**src/rtl/disp_scroller_if.sv**
```systemverilog
// disp_scroller_if: host-side bus of the scrolling display controller.
//   wr_en/wr_data/wr_ready : one-symbol write handshake into the message buffer
//   start/stop/clear       : single-cycle control pulses
//   msg_len                : stored symbol count (0..16)
//   disps                  : {RUN, PAUSE, four 5-bit digit codes, leftmost first}
// Modports: master drives writes/controls, slave is the scroller.
interface disp_scroller_if;
    localparam int unsigned SYM_W  = 5;
    localparam int unsigned LEN_W  = 5;
    localparam int unsigned DISP_W = 22;

    logic              wr_en;
    logic [SYM_W-1:0]  wr_data;
    logic              wr_ready;
    logic              start;
    logic              stop;
    logic              clear;
    logic [LEN_W-1:0]  msg_len;
    logic [DISP_W-1:0] disps;

    modport master (
        output wr_en, wr_data, start, stop, clear,
        input  wr_ready, msg_len, disps
    );

    modport slave (
        input  wr_en, wr_data, start, stop, clear,
        output wr_ready, msg_len, disps
    );
endinterface

```
**src/rtl/disp_scroller.sv**
```systemverilog
// disp_scroller: 16-symbol message buffer scrolled through a 4-digit window.
//   clk   : system clock, rising edge
//   reset : asynchronous, active-low
//   bus   : disp_scroller_if.slave (writes, start/stop/clear, msg_len, disps)
// The scroll sequence is the message followed by four BLANK_CODE symbols;
// the window advances one symbol every STEP_CYCLES clocks while running.
// Optional feature: define PAUSE_BLINK_EN to blink the frozen window between
// the symbols and all-blank every STEP_CYCLES clocks while paused.
module disp_scroller #(
    parameter int unsigned STEP_CYCLES = 25000000,
    parameter logic [4:0]  BLANK_CODE  = 5'h1F
) (
    input  logic           clk,
    input  logic           reset,
    disp_scroller_if.slave bus
);
    localparam int unsigned SYM_W  = 5;
    localparam int unsigned LEN_W  = 5;
    localparam int unsigned POS_W  = 5;
    localparam int unsigned IDX_W  = 6;
    localparam int unsigned DEPTH  = 16;
    localparam int unsigned NDIG   = 4;
    localparam int unsigned PRE_W  = (STEP_CYCLES > 1) ? $clog2(STEP_CYCLES) : 1;
    localparam logic [PRE_W-1:0]      PRE_LAST  = PRE_W'(STEP_CYCLES - 1);
    localparam logic [LEN_W-1:0]      LEN_FULL  = LEN_W'(DEPTH);
    localparam logic [NDIG*SYM_W-1:0] BLANK_WIN = {NDIG{BLANK_CODE}};

    typedef enum logic [1:0] {
        ST_IDLE  = 2'd0,
        ST_RUN   = 2'd1,
        ST_PAUSE = 2'd2
    } state_t;

    state_t                  state;
    logic [LEN_W-1:0]        msg_len_q;
    logic [POS_W-1:0]        pos_q;
    logic [PRE_W-1:0]        presc_q;
    logic                    wr_ready_q;
    logic [21:0]             disps_q;
    logic [SYM_W-1:0]        buf_q [DEPTH];

    logic                    wr_fire_c;
    logic [POS_W-1:0]        last_pos_c;
    logic [IDX_W-1:0]        seq_len_c;
    logic [IDX_W-1:0]        idx_c;
    logic [SYM_W-1:0]        win_c [NDIG];
    logic [NDIG*SYM_W-1:0]   window_c;
    logic [NDIG*SYM_W-1:0]   shown_c;

    // A write only lands in IDLE when no higher-priority control is active.
    assign wr_fire_c = bus.wr_en && wr_ready_q && (state == ST_IDLE) &&
                       !bus.clear && !bus.stop &&
                       !(bus.start && (msg_len_q != '0));

    assign last_pos_c = POS_W'(msg_len_q) + POS_W'(3);

    // Buffer storage; contents are never shown beyond msg_len, so no reset.
    always_ff @(posedge clk) begin
        if (wr_fire_c) begin
            buf_q[msg_len_q[3:0]] <= bus.wr_data;
        end
    end

    // Control FSM with position and prescaler.
    always_ff @(posedge clk or negedge reset) begin
        if (!reset) begin
            state      <= ST_IDLE;
            msg_len_q  <= '0;
            pos_q      <= '0;
            presc_q    <= '0;
            wr_ready_q <= 1'b1;
        end else if (bus.clear) begin
            state      <= ST_IDLE;
            msg_len_q  <= '0;
            pos_q      <= '0;
            presc_q    <= '0;
            wr_ready_q <= 1'b1;
        end else begin
            case (state)
                ST_IDLE: begin
                    if (!bus.stop && bus.start && (msg_len_q != '0)) begin
                        state      <= ST_RUN;
                        pos_q      <= '0;
                        presc_q    <= '0;
                        wr_ready_q <= 1'b0;
                    end else if (wr_fire_c) begin
                        msg_len_q  <= msg_len_q + LEN_W'(1);
                        wr_ready_q <= (msg_len_q != LEN_FULL - LEN_W'(1));
                    end
                end
                ST_RUN: begin
                    if (bus.stop) begin
                        state <= ST_PAUSE;
                    end else if (presc_q == PRE_LAST) begin
                        presc_q <= '0;
                        pos_q   <= (pos_q == last_pos_c) ? '0 : pos_q + POS_W'(1);
                    end else begin
                        presc_q <= presc_q + PRE_W'(1);
                    end
                end
                ST_PAUSE: begin
                    if (!bus.stop && bus.start) begin
                        state <= ST_RUN;
                    end
                end
                default: begin
                    state <= ST_IDLE;
                end
            endcase
        end
    end

    // Window symbols: sequence index wraps at msg_len+4, blanks past the message.
    always_comb begin
        seq_len_c = IDX_W'(msg_len_q) + IDX_W'(4);
        idx_c     = '0;
        for (int k = 0; k < NDIG; k++) begin
            idx_c = IDX_W'(pos_q) + IDX_W'(k);
            if (idx_c >= seq_len_c) begin
                idx_c = idx_c - seq_len_c;
            end
            win_c[k] = (idx_c < IDX_W'(msg_len_q)) ? buf_q[idx_c[3:0]] : BLANK_CODE;
        end
        window_c = {win_c[0], win_c[1], win_c[2], win_c[3]};
    end

`ifdef PAUSE_BLINK_EN
    logic [PRE_W-1:0] blink_cnt_q;
    logic             blink_off_q;

    // Blink phase restarts on the window whenever PAUSE is (re)entered.
    always_ff @(posedge clk or negedge reset) begin
        if (!reset) begin
            blink_cnt_q <= '0;
            blink_off_q <= 1'b0;
        end else if (state != ST_PAUSE) begin
            blink_cnt_q <= '0;
            blink_off_q <= 1'b0;
        end else if (blink_cnt_q == PRE_LAST) begin
            blink_cnt_q <= '0;
            blink_off_q <= ~blink_off_q;
        end else begin
            blink_cnt_q <= blink_cnt_q + PRE_W'(1);
        end
    end

    assign shown_c = blink_off_q ? BLANK_WIN : window_c;
`else
    assign shown_c = window_c;
`endif

    // Display register: one clock behind state/pos/buffer.
    always_ff @(posedge clk or negedge reset) begin
        if (!reset) begin
            disps_q <= {2'b00, BLANK_WIN};
        end else begin
            disps_q <= {(state == ST_RUN), (state == ST_PAUSE), shown_c};
        end
    end

    assign bus.wr_ready = wr_ready_q;
    assign bus.msg_len  = msg_len_q;
    assign bus.disps    = disps_q;
endmodule

```
**src/flat_wrapper.sv**
```systemverilog
// flat-port wrapper written by rule: the top's interface ports become plain ports
module disp_scroller_flat 
#(
    parameter int unsigned STEP_CYCLES = 25000000,
    parameter logic [4:0]  BLANK_CODE  = 5'h1F
)
  (clk, reset, bus_wr_en, bus_wr_data, bus_start, bus_stop, bus_clear, bus_wr_ready, bus_msg_len, bus_disps);
  disp_scroller_if bus_i ();
  input  logic clk;
  input  logic reset;
  input wire logic [$bits(bus_i.wr_en)-1:0] bus_wr_en;
  input wire logic [$bits(bus_i.wr_data)-1:0] bus_wr_data;
  input wire logic [$bits(bus_i.start)-1:0] bus_start;
  input wire logic [$bits(bus_i.stop)-1:0] bus_stop;
  input wire logic [$bits(bus_i.clear)-1:0] bus_clear;
  output wire logic [$bits(bus_i.wr_ready)-1:0] bus_wr_ready;
  output wire logic [$bits(bus_i.msg_len)-1:0] bus_msg_len;
  output wire logic [$bits(bus_i.disps)-1:0] bus_disps;
  assign bus_i.wr_en = bus_wr_en;
  assign bus_i.wr_data = bus_wr_data;
  assign bus_i.start = bus_start;
  assign bus_i.stop = bus_stop;
  assign bus_i.clear = bus_clear;
  assign bus_wr_ready = bus_i.wr_ready;
  assign bus_msg_len = bus_i.msg_len;
  assign bus_disps = bus_i.disps;
  disp_scroller #(.STEP_CYCLES(STEP_CYCLES), .BLANK_CODE(BLANK_CODE)) u_core (.clk(clk), .reset(reset), .bus(bus_i));
endmodule
```
**config.mk**
```make
export PLATFORM = sky130hd
export DESIGN_NAME = disp_scroller_flat
export DESIGN_NICKNAME = d
export VERILOG_FILES = /design/src/rtl/disp_scroller_if.sv /design/src/rtl/disp_scroller.sv /design/src/flat_wrapper.sv
export SDC_FILE = /design/constraint.sdc
export NUM_CORES = 1
export LEC_CHECK = 0
export ABC_AREA = 1
export CAP_MARGIN = 0
export CORE_ASPECT_RATIO = 1.25
export CORE_MARGIN = 5
export CORE_UTILIZATION = 30
export DETAILED_ROUTE_END_ITERATION = 6
export DONT_BUFFER_PORTS = 1
export PLACE_DENSITY = 0.49
export REMOVE_ABC_BUFFERS = 1
export SLEW_MARGIN = 0
export SYNTH_ARGS = -nofsm -noshare
export SYNTH_HDL_FRONTEND = slang
export SYNTH_SLANG_ARGS = --single-unit
```
**constraint.sdc**
```tcl
create_clock -name clk -period 4.2 [get_ports clk]
set_input_delay 0.42 -clock clk [delete_from_list [all_inputs] [get_ports clk]]
set_output_delay 0.42 -clock clk [all_outputs]
set_load 0.05 [all_outputs]
```
==> results of run 1 <==
-- final timing paths --
| kind | from | slack, ps | to | cells past startpoint |
|---|---|---|---|---|
| min | bus_clear | 50 | u_core.bus.msg_len[0] | 1 |
| max in group asynchronous | reset | 3350 | u_core.bus.disps[0] | 2 |
| max reg2reg | u_core.pos_q[0] | 270 | u_core.bus.disps[13] | 15 |
| min in group asynchronous | reset | 500 | u_core.presc_q[3] | 2 |
| min reg2reg | u_core.presc_q[24] | 480 | u_core.presc_q[24] | 1 |
| max | u_core.pos_q[0] | 270 | u_core.bus.disps[13] | 15 |
-- final cells by class --
type / count / area (um2)
clock buffers: 22 / 518
clock inverters: 10 / 93.8
fillers: 3808 / 23500
inverters: 182 / 686
multi-input cells: 1072 / 5660
flip-flops and latches: 140 / 3930
well taps: 474 / 593
repair buffers: 38 / 333
-- per-stage QoR --
step	setup slack, ps	hold WS, ps	power, mW
after CTS	267	16.8	4.79
after detailed placement	284	129	3.18
after floorplan	202	124	2.69
after global placement	322	130	3.18
final	273	45.5	4.77
after global routing	50.4	33.3	5.00
-- cells by family after synthesis --
group,count (synthesis)
multiplexers,1
AO/OA/AOI/OAI,137
XOR/XNOR,25
AND/OR/NAND/NOR,853
flip-flops,140
buffers and inverters,245
adder cells (fa/ha/maj),56
-- where the power goes --
group	internal [mW]	leakage [nW]	switching, mW
clock network	0.941	0.307	0.631
registers	1.56	1.48	0.227
logic	0.428	3.42	0.980
-- layout by cell type (no fill, tap or decap), drive strengths merged, types with 2 or more instances in the layout --
| cell type | synthesis | final |
|---|---|---|
| inv | 181 | 186 |
| nand4 | 20 | 20 |
| xor2 | 17 | 17 |
| a21oi | 40 | 40 |
| dfstp | 21 | 21 |
| edfxtp | 80 | 80 |
| nor4 | 4 | 4 |
| or2 | 3 | 3 |
| o211ai | 45 | 45 |
| xnor2 | 8 | 8 |
| a21o | 3 | 3 |
| a211oi | 4 | 4 |
| nand3b | 3 | 3 |
| buf | 63 | 37 |
| clkbuf | 0 | 22 |
| o21ai | 35 | 35 |
| nand3 | 323 | 323 |
| ha | 52 | 52 |
| a31oi | 5 | 5 |
| nor2 | 79 | 79 |
| clkinv | 1 | 5 |
| dfrtp | 39 | 39 |
| fa | 4 | 4 |
| nor3 | 20 | 20 |
| o31ai | 2 | 2 |
| nand2 | 400 | 400 |
-- flip-flops by register name, summed over array words and instances, names as in the netlist --
signal	count
u_core.bus.msg_len	5
u_core.bus.disps	22
u_core.state	2
u_core.presc_q	25
u_core.pos_q	5
u_core.bus.wr_ready	1
u_core.buf_q	80
-- layer usage --
layer	track usage	share of wire	routed length (um)
met5	0	0	0
met4	0.0592	0.026	988
met3	0.0370	0.057	2160
met2	0.330	0.50	18900
met1	0.238	0.41	15500
-- critical path: stages (launching register included) --
cell	delay [ps]
dfrtp_1	630
inv_1	270
ha_1	480
inv_1	170
fa_1	500
nand2_1	100
nand2_1	80
nand3_2	210
nand2_1	110
o21ai_2	90
inv_1	150
ha_1	310
a21oi_1	150
o211ai_1	100
nor2_2	340
nand3_1	130
-- what timing repair did --
| item | CTS | global route |
|---|---|---|
| buffers inserted | 0 | 0 |
| hold buffers | 2 | 0 |
| setup endpoints to repair | 0 | 2 |
| resized for setup | 0 | 1 |
| endpoints found under the hold margin | 60 | 0 |
==> impl_metrics.env, run 1 <==
export IMPL_cp_end_kind="flip-flop"
export IMPL_antenna_found_initial=0
export IMPL_grt_max_degree=61
export IMPL_clkLatencyLatePin_ps=450
export IMPL_grt_pass1_wl_mm=58.1
export IMPL_clockBufferDepth=2
export IMPL_via_count=10060
export IMPL_start_util=0.303
export IMPL_first_iter_violations=902
export IMPL_hold_path_class="in2reg"
export IMPL_place_inst=1904
export IMPL_dr_pass1_iters=5
export IMPL_cellPowerDensity_nw_per_um2=403
export IMPL_setup_tns_ps=0
export IMPL_synth_top_family_by_area="simple AND/OR/NAND/NOR gates"
export IMPL_power_leakage_nw=5.20
export IMPL_die_x_um=179
export IMPL_dp_hpwl_mm=28.9
export IMPL_final_cells=1938
export IMPL_via_per_inst=5.19
export IMPL_ir_drop_mv=0.315
export IMPL_postSynthAreaPerCell_um2=7.33
export IMPL_skew_ps=12.0
export IMPL_cts_buffers=17
export IMPL_synth_seq_area_share=0.368
export IMPL_place_area_um2=11200
export IMPL_finalHoldViolCount=0
export IMPL_die_area_um2=39500
export IMPL_overflow=0
export IMPL_finalCriticalPeriod_ps=3930
export IMPL_syn_area_um2=10700
export IMPL_finish_instance_area_um2=11800
export IMPL_ioPinCount=39
export IMPL_ys_warn_count=0
export IMPL_synth_simple_area_share=0.358
export IMPL_synth_ff_type="edfxtp_1"
export IMPL_cts_root_buf="clkbuf_16"
export IMPL_clk_pin_slew_ps=70
export IMPL_rsz0062_at_grt="false"
export IMPL_layout_drive_gt1_share=0.0956
export IMPL_tightest_slew_ps=1050
export IMPL_fp_dieH_um=221
export IMPL_crit_required_ps=4550
export IMPL_area_growth_pct=10.6
export IMPL_synthAdderAreaFrac=0.0684
export IMPL_drc=0
export IMPL_cts_num_sinks=140
export IMPL_antenna_cells=0
export IMPL_status="finished clean"
export IMPL_cp_start_kind="flip-flop"
export IMPL_critPathKind="reg2reg"
export IMPL_gp_congestion=0.945
export IMPL_synthTopCellsByCount="388 x nand2_1, 317 x nand3_1, 169 x inv_1"
export IMPL_grt_use_total=0.191
export IMPL_synthXorXnorAreaFrac=0.0205
export IMPL_h_tree_depth=4
export IMPL_port_buffer_count=0
export IMPL_slew_viol_final=0
export IMPL_synth_seq_cells=140
export IMPL_grt_pass1_vias=9624
export IMPL_synth_edf_count=80
export IMPL_yosysMostFrequentCell="nand2_1"
export IMPL_finalCoreUtilization=0.335
export IMPL_yosysTopAreaCellShare=0.225
export IMPL_num_rows=77
export IMPL_synth_compound_area_frac=0.0810
export IMPL_fin_crit_sh=0.935
export IMPL_syn_inst=1457
export IMPL_synthArstFlopShare=0.429
export IMPL_drv_cap=0
export IMPL_finalSetupViolations=0
export IMPL_worstPathArrival_ps=4280
export IMPL_core_area_um2=35300
export IMPL_synthTopCellsByArea="edfxtp_1 22%, nand3_1 15%, nand2_1 14%, dfrtp_1 9.1%, ha_1 6.1%"
export IMPL_nets=1518
export IMPL_cts_tree="yes"
export IMPL_ant_nets=0
export IMPL_wire_per_inst_um=19.4
export IMPL_maxSlewHeadroom=0.301
export IMPL_synth_distinct_cells=43
export IMPL_yosysTopAreaCell="edfxtp_1"
export IMPL_muxShareOfSynthArea=0.000937
export IMPL_max_freq_mhz=255
export IMPL_crit_fanout=11
export IMPL_routed_wirelength_mm=37.6
(Power assumes the default switching activity.)
==> inputs of run 2 (changes only) <==
==> constraint.sdc (replaced) <==
create_clock -name clk -period 4.4 [get_ports clk]
set_input_delay 0 -clock clk [delete_from_list [all_inputs] [get_ports clk]]
set_output_delay 0 -clock clk [all_outputs]
set_load 0.05 [all_outputs]
==> run 2 against run 1 <==
First-iteration DRC count increased by 5.8%. Critical endpoint is now u_core.bus.disps[3]. Hold slack improved by 34 ps. Count of clock-buffer cells in the layout shrank 3. Largest cell class unchanged. Total power down 3.6%. Highest routed layer unchanged. Flip-flop and latch count unchanged.
==> impl_metrics.env, run 2 (synthesized netlist as in run 1, its figures left out) <==
export IMPL_status="finished clean"
export IMPL_routed_wirelength_mm=38.2
export IMPL_first_iter_violations=954
export IMPL_clkPwrFrac=0.326
export IMPL_die_x_um=179
export IMPL_tightest_slew_ps=865
export IMPL_cts_hold_buf=11
export IMPL_layout_commonest_cell="nand2_1"
export IMPL_ant_nets=0
export IMPL_n_fill_cell=3848
export IMPL_worstPathCellList="inv_1, ha_1, nor3_1, xor2_1, ha_1, nand2_1, nor2_1, nand2_1, nand3_2, inv_2, nand2_1, o21ai_1, ha_1, a21oi_1, o211ai_1, nor2_1, nand3_1"
export IMPL_fin_crit_sh=0.916
export IMPL_setup_tns_ps=0
export IMPL_cts_resized=0
export IMPL_via_per_inst=5.24
export IMPL_cts_num_sinks=140
export IMPL_via_count=10188
export IMPL_ioPinCount=39
export IMPL_pwr_share_seq=0.370
export IMPL_finalSetupViolations=0
export IMPL_mostFrequentLayoutCells="388 x nand2_1, 317 x nand3_1, 169 x inv_1, 80 x edfxtp_1, 73 x nor2_1"
export IMPL_die_area_um2=39500
export IMPL_clkLatencyLatePin_ps=450
export IMPL_rsz0062_at_grt="false"
export IMPL_cellPowerDensity_nw_per_um2=387
export IMPL_power_leakage_nw=5.22
export IMPL_worstPathArrival_ps=4340
export IMPL_pwr_share_comb=0.304
export IMPL_clk_pin_slew_ps=60
export IMPL_crit_required_ps=4720
export IMPL_skew_ps=10.7
export IMPL_grt_max_degree=61
export IMPL_fp_dieH_um=221
export IMPL_grt_pass1_wl_mm=58.4
export IMPL_clockBufferDepth=2
export IMPL_dp_hpwl_mm=29.0
export IMPL_p_switching_mw=1.80
export IMPL_overflow=0
export IMPL_maxSlewHeadroom=0.422
export IMPL_drv_cap=0
export IMPL_start_util=0.303
export IMPL_antenna_found_initial=1
export IMPL_nets=1525
export IMPL_critPathKind="reg2reg"
export IMPL_core_area_um2=35300
export IMPL_intPower_mw=2.80
export IMPL_grt_pass1_vias=9721
export IMPL_num_rows=77
export IMPL_h_tree_depth=4
export IMPL_cts_tree="yes"
export IMPL_finalCoreUtilization=0.337
export IMPL_finalHoldViolCount=0
export IMPL_area_growth_pct=11.2
export IMPL_port_buffer_count=0
export IMPL_finish_instance_area_um2=11900
export IMPL_gp_congestion=0.941
export IMPL_place_area_um2=11100
export IMPL_dr_pass1_iters=6
export IMPL_finalCriticalPeriod_ps=4030
export IMPL_drc=0
export IMPL_hold_path_class="in2async"
export IMPL_max_stage_delay_ps=580
export IMPL_wire_per_inst_um=19.7
export IMPL_critPathSlowestCell="dfrtp_1"
export IMPL_ir_drop_mv=0.268
export IMPL_crit_fanout=9
export IMPL_cp_start_kind="flip-flop"
export IMPL_grt_use_total=0.193
export IMPL_cts_setup_buffers=0
export IMPL_cp_end_kind="flip-flop"
export IMPL_layout_drive_gt1_share=0.0918
export IMPL_switching_share=0.391
export IMPL_cts_root_buf="clkbuf_16"
export IMPL_cts_buffers=17
export IMPL_largest_reg_flops=80
export IMPL_max_freq_mhz=248
export IMPL_slew_viol_final=0
[run 2: final timing paths]
kind | start | to | slack, ps | cells after the start
worst min register to register | u_core.presc_q[24] | u_core.presc_q[24] | 470 | 1
min in group clk | bus_wr_en | u_core.bus.wr_ready | 160 | 6
max in group asynchronous | reset | u_core.bus.disps[17] | 3960 | 2
worst min-delay path | reset | u_core.presc_q[3] | 80 | 2
worst max-delay path | u_core.pos_q[0] | u_core.bus.disps[3] | 370 | 17
worst max register to register | u_core.pos_q[0] | u_core.bus.disps[3] | 370 | 17
[run 2: power groups by stage]
stage	clock network [mW]	logic [mW]	registers (mW)
global placement	0	1.33	1.73
detailed placement	0	1.33	1.73
global route	1.59	1.52	1.71
finish	1.50	1.40	1.70
floorplan	0	0.854	1.71
CTS	1.53	1.38	1.71
[run 2: layout make-up]
| class | count | area, um2 | share of cell area |
|---|---|---|---|
| multi-input combinational | 1072 | 5660 | 0.476 |
| clock buffer | 19 | 433 | 0.0365 |
| clock inverter | 13 | 165 | 0.0139 |
| timing repair buffer | 45 | 408 | 0.0344 |
| antenna | 1 | 2.50 | 0.000211 |
| tap | 474 | 593 | 0.0500 |
| sequential | 140 | 3930 | 0.331 |
| inverter | 182 | 686 | 0.0578 |
[run 2: critical path: cells and delay by family, from the launching register on]
family | cells | cell delay, ps
DFF | 1 | 580
adders and majority gates | 3 | 920
AOI/OAI and AO/OA | 3 | 360
and+or+nand+nor | 8 | 1370
xor gates and xnor gates | 1 | 240
buffers and inverters | 2 | 400
[run 2: metrics by stage]
stage | setup WS, ps | power, mW | hold WS (ps) | instances
floorplan | 402 | 2.57 | -296 | 1394
global placement | 455 | 3.06 | -292 | 1902
detailed placement | 418 | 3.07 | -293 | 1902
CTS | 397 | 4.62 | 79.5 | 1945
global route | 129 | 4.81 | 106 | 1946
finish | 372 | 4.59 | 79.1 | 1946
[run 2: per-layer routing]
metal | vias to the layer above | track usage | share of wire | wire, um
met4 | 0 | 0.0770 | 0.037 | 1420
li1 | 4892 | - | - | -
met3 | 84 | 0.0406 | 0.067 | 2560
met1 | 4819 | 0.250 | 0.42 | 16000
met5 | - | 0 | 0 | 0
met2 | 393 | 0.313 | 0.48 | 18200
